[src/rtl/phys_regfile.sv]
// phys_regfile: physical register file with ready scoreboard, CDB write-through bypass and ready population count
module phys_regfile #(
  parameter int XLEN = 32,
  parameter int NUM_PREGS = 64,
  parameter int IDX_W = $clog2(NUM_PREGS)
) (
  input  logic             clk,
  input  logic             rst,
  input  logic [IDX_W-1:0] rs1_preg_idx,
  input  logic [IDX_W-1:0] rs2_preg_idx,
  output logic [XLEN-1:0]  rs1_preg_data,
  output logic [XLEN-1:0]  rs2_preg_data,
  output logic             rs1_ready,
  output logic             rs2_ready,
  input  logic             wr_en,
  input  logic [IDX_W-1:0] wr_idx,
  input  logic [XLEN-1:0]  wr_data,
  input  logic             alloc_en,
  input  logic [IDX_W-1:0] alloc_idx,
  output logic [IDX_W:0]   ready_count
);
  logic [XLEN-1:0]      data [NUM_PREGS];
  logic [NUM_PREGS-1:0] rdy;
  logic [NUM_PREGS-1:0] rdy_nxt;
  logic [IDX_W:0]       cnt_nxt;
  logic                 byp1;
  logic                 byp2;
  assign byp1 = wr_en && wr_idx == rs1_preg_idx;
  assign byp2 = wr_en && wr_idx == rs2_preg_idx;
  assign rs1_preg_data = rs1_preg_idx == '0 ? '0 : byp1 ? wr_data : data[rs1_preg_idx];
  assign rs2_preg_data = rs2_preg_idx == '0 ? '0 : byp2 ? wr_data : data[rs2_preg_idx];
  assign rs1_ready = rs1_preg_idx == '0 || byp1 || rdy[rs1_preg_idx];
  assign rs2_ready = rs2_preg_idx == '0 || byp2 || rdy[rs2_preg_idx];
  // next ready vector: writeback sets, allocation clears afterwards so the newer instruction wins
  always_comb begin
    rdy_nxt = rdy;
    if (wr_en && wr_idx != '0) rdy_nxt[wr_idx] = 1'b1;
    if (alloc_en && alloc_idx != '0) rdy_nxt[alloc_idx] = 1'b0;
    rdy_nxt[0] = 1'b1;
  end
  // population count of the post-edge ready vector
  always_comb begin
    cnt_nxt = '0;
    for (int i = 0; i < NUM_PREGS; i++) cnt_nxt = cnt_nxt + (IDX_W+1)'(rdy_nxt[i]);
  end
  // scoreboard and count state
  always_ff @(posedge clk or posedge rst) begin
    if (rst) begin
      rdy <= '1;
      ready_count <= (IDX_W+1)'(NUM_PREGS);
    end else begin
      rdy <= rdy_nxt;
      ready_count <= cnt_nxt;
    end
  end
  // data array; preg 0 is never written so it stays zero
  always_ff @(posedge clk or posedge rst) begin
    if (rst) begin
      for (int i = 0; i < NUM_PREGS; i++) data[i] <= '0;
    end else if (wr_en && wr_idx != '0) begin
      data[wr_idx] <= wr_data;
    end
  end
endmodule

[config.mk]
export PLATFORM = sky130hd
export DESIGN_NAME = phys_regfile
export DESIGN_NICKNAME = d
export VERILOG_FILES = /design/src/rtl/phys_regfile.sv
export SDC_FILE = /design/constraint.sdc
export NUM_CORES = 2
export LEC_CHECK = 0
export ABC_AREA = 0
export BUFFER_PORTS_ARGS = -buffer_cell sky130_fd_sc_hd__buf_4
export CAP_MARGIN = 20
export CELL_PAD_IN_SITES_DETAIL_PLACEMENT = 1
export CELL_PAD_IN_SITES_GLOBAL_PLACEMENT = 1
export CORE_UTILIZATION = 45
export CTS_BUF_LIST = sky130_fd_sc_hd__clkbuf_4 sky130_fd_sc_hd__clkbuf_8
export CTS_CLUSTER_DIAMETER = 40
export DETAILED_ROUTE_END_ITERATION = 6
export GPL_ROUTABILITY_DRIVEN = 0
export GPL_TIMING_DRIVEN = 1
export HOLD_SLACK_MARGIN = 0.06
export PLACE_DENSITY = 0.72
export SKIP_LAST_GASP = 1
export SLEW_MARGIN = 20
export SYNTH_ARGS = -nofsm -noshare
export SYNTH_HDL_FRONTEND = slang
export SYNTH_SLANG_ARGS = --single-unit
[constraint.sdc]
create_clock -name clk -period 162.9 [get_ports clk]
set_clock_uncertainty 0.05 [all_clocks]
set_input_delay 8.145 -clock clk [delete_from_list [all_inputs] [get_ports clk]]
set_output_delay 8.145 -clock clk [all_outputs]
set_load 0.01 [all_outputs]
==> flow_summary.ini <==
[pwr]
seqPwrFrac_pct = 35.2
combPwrFrac_pct = 33.6
power_switching_uw = 652
power_density_mw_per_mm2 = 14.8
power.internal_uw = 1240
vdd_drop_max_mv = 0.106
p_clk_share_pct = 31.3
power_switching_share_pct = 34.5
p_leak_uw = 0.0596

[worst_setup_path]
cp_common_cell = buf_4
crit_required_ps = 154710
cp.arrival_ps = 14670
reg2regPathDepth = 23
crit_path_max_fanout = 64
timing.critical_path.slowest_stage_cell = a211oi_1
cp_cell_sequence = buf_8 -> buf_4 -> buf_4 -> buf_4 -> buf_4 -> mux4_2 -> mux2i_1 -> o22ai_1 -> a211oi_1 -> nor2_1 -> buf_4
r2r-end = ready_count[6]$_DFF_PP1_
startpoint_type = input port
timing.rr.start = rdy[37]$_DFF_PP1_
critPathLaunch = rs1_preg_idx[0]
cpPeakStageDelay_ps = 960
cp-end-kind = output pin
critical_path_class = input port to output pin
rrSetupSlack_ps = 156270

[routing]
drc = 0
drt_iter0_drc = 10100
post_drt_wl_per_cell_um = 37.1
wl_um = 477000
first_pass_iters = 5
antenna_left = 0
via_count = 87400
viasPerCell = 6.80

[timing]
rsz0062_at_grt = no
tns_ps = 0
finalCritPeriodShare_pct = 14.0
relSlewSlack_pct = 14.0
max_freq_mhz = 43.7
setup_violations = 0
whs_ps = 344
worst_pin_slew_ps = 1290
hold_viol = 0
timing.final.ws_setup_ps = 140040
fin_crit_ps = 22860
slew_violations = 0

[floorplanning]
start_util_pct = 45.4
io_pins = 133
die_h_um = 509
rows = 185
fp.dieArea_mm2 = 0.259
core_mm2 = 0.255
fp.dieW_um = 509

[synth]
syn-num-nets = 9468
ys_top_cells_by_count = 2054 x dfrtp_1, 1844 x nand2_1, 1498 x mux2_2
ys_seq_elements = 2118
synth_top_area_cell = dfrtp_1
synth_area_leaders = dfrtp_1 44%, mux4_2 15%, mux2_2 15%
syn_inst = 9339
ys_seq_area_share_pct = 45.9
syn_area_mm2 = 0.116
syn_avg_cell_area_um2 = 12.4
ys.flop_type = dfrtp_1
synth_top_area_share_pct = 44.4
synth_edf_count = 0
synth_cell_types = 69
async_flop_share_pct = 100
yosys_warnings = 0
yosysMostFrequentCell = dfrtp_1

[min_path]
holdCritPathClass = flop to flop
min_to = data[2041]$_DFFE_PP0P_
hold-path-cell-count = 0
hold_start = data[2041]$_DFFE_PP0P_

[clocking]
clock-sinks = 2118
tritoncts = built
cts_resized = 0
clock_path_buffers = 4
holdBufCountCts = 0
post_cts_buffers = 0
clkLatencyLatePin_ps = 1030
cts_root_buffer = clkbuf_8
cts_buffers = 402
path_clk_slew_ps = 70
h-tree-depth = 5

[global_routing]
grt_pass1_wl_um = 686000
overflow = 0
grt_usage_pct = 36.9
grt_pass1_vias = 93100
grt_max_degree = 174
antenna_found_initial = 26

[cells_and_area]
final_cell_area_mm2 = 0.128
multiInputGateArea_mm2 = 0.0583
fin_nets = 9283
area_growth_pct = 10.6
seq_area_mm2 = 0.0531
drive_above_1_share_pct = 37.9
nFillCells = 25400

[run_status]
outcome = finished, final reports clean

[placement]
dpl_cell_area_mm2 = 0.119
io_buffers = 132
dp_slack_ps = 140030
dp_hpwl_um = 274000

[flow_run]
maxCapViolCount = 0
==> cell families (layout without fill, tap and decap cells) <==
family,count (synthesis),count (layout),synth area share [%]
AO/OA/AOI/OAI,922,922,5.71
XOR/XNOR,16,16,0.121
adder cells (fa/ha/maj),69,69,1.09
buffers and inverters,1080,1210,4.30
flip-flops,2118,2118,45.9
multiplexers,2893,2893,35.1
other,0,15,0
AND/OR/NAND/NOR,2241,2241,7.77
==> cells in the final DEF (no fill, tap or decap), types with 16 or more instances in the layout <==
cell type   synthesis  layout
a22oi_1           232     232
nand2_1          1844    1802
clkinvlp_4          0      22
nor2_4              0      41
o21ai_0            86      86
a211oi_1           20      20
nor2b_1            29      16
buf_4             101     346
nor3_1             29      27
a22o_1             70      70
inv_1             121     119
nand2_2             0      30
dfstp_2            64      64
o22ai_1            97      97
clkinv_2            0      50
o221ai_1           58      58
a221oi_1           31      31
mux2i_1           608     608
clkbuf_8            0     500
dfrtp_1          2054    2054
clkbuf_4            0     104
fa_1               53      53
o22a_1             20      20
nand4_1            35      35
mux2_2           1498    1498
o211ai_1           25      25
ha_1               16      16
bufinv_16           0      24
a21oi_1           168     167
mux4_2            787     787
nand3_1           105     105
nor2_1            120      72
a2111oi_0          34      32
==> through the flow <==
stage                     utilization [%]  total power [µW]  instances
after global routing                 50.2              1990      12800
after floorplan                         -              1120       9339
after detailed placement             46.7              1290      12100
final                                50.2              1890      12900
after global placement               46.7              1250      12100
after CTS                            50.2              1890      12800
==> state kept, by name, indices dropped and copies added, names as in the netlist <==
name and flops:
data 2048, rdy 63, ready_count 7
==> worst max-delay path, delay by kind of cell <==
kind / cells / cell delay [ps]
buf+inv: 6 / 3820
mux: 2 / 1110
simple gates: 1 / 210
compound gates: 2 / 1170
==> power by group through the flow <==
stage	Combinational (µW)	Sequential [µW]	Clock (µW)
2_1_floorplan	464	655	0
3_3_place_gp	584	662	0
3_5_place_dp	622	671	0
4_1_cts	629	662	594
5_1_grt	697	672	617
6_report	634	664	591
==> how the worst max path moves through the flow <==
stage                                      to  depth (start not counted)  slack (ps)
after floorplan           data[0]$_DFFE_PP0P_                          1       94980
after global placement      rs1_preg_data[23]                         11      140050
after detailed placement    rs1_preg_data[23]                         11      140030
after CTS                   rs1_preg_data[23]                         11      140020
after global routing        rs1_preg_data[23]                         11      139870
final                       rs1_preg_data[23]                         11      140040
==> layer usage <==
metal | wire length, µm | vias to the layer above | GRT usage [%]
li1 | - | 33700 | -
met1 | 175000 | 46600 | 46.6
met2 | 214000 | 5338 | 55.5
met3 | 50400 | 1724 | 9.47
met4 | 37200 | 20 | 25.8
met5 | 131 | - | 0
==> final cells by class <==
| cell class | count | area share, % |
|---|---|---|
| Antenna cell | 15 | 0.0293 |
| Clock inverter | 115 | 1.02 |
| Sequential cell | 2118 | 41.5 |
| Inverter | 123 | 0.366 |
| Tap cell | 3366 | 3.29 |
| Timing Repair Buffer | 368 | 2.32 |
| Clock buffer | 604 | 5.98 |
| Multi-Input combinational cell | 6141 | 45.5 |
No activity file was read; power rests on OpenSTA's default activity.
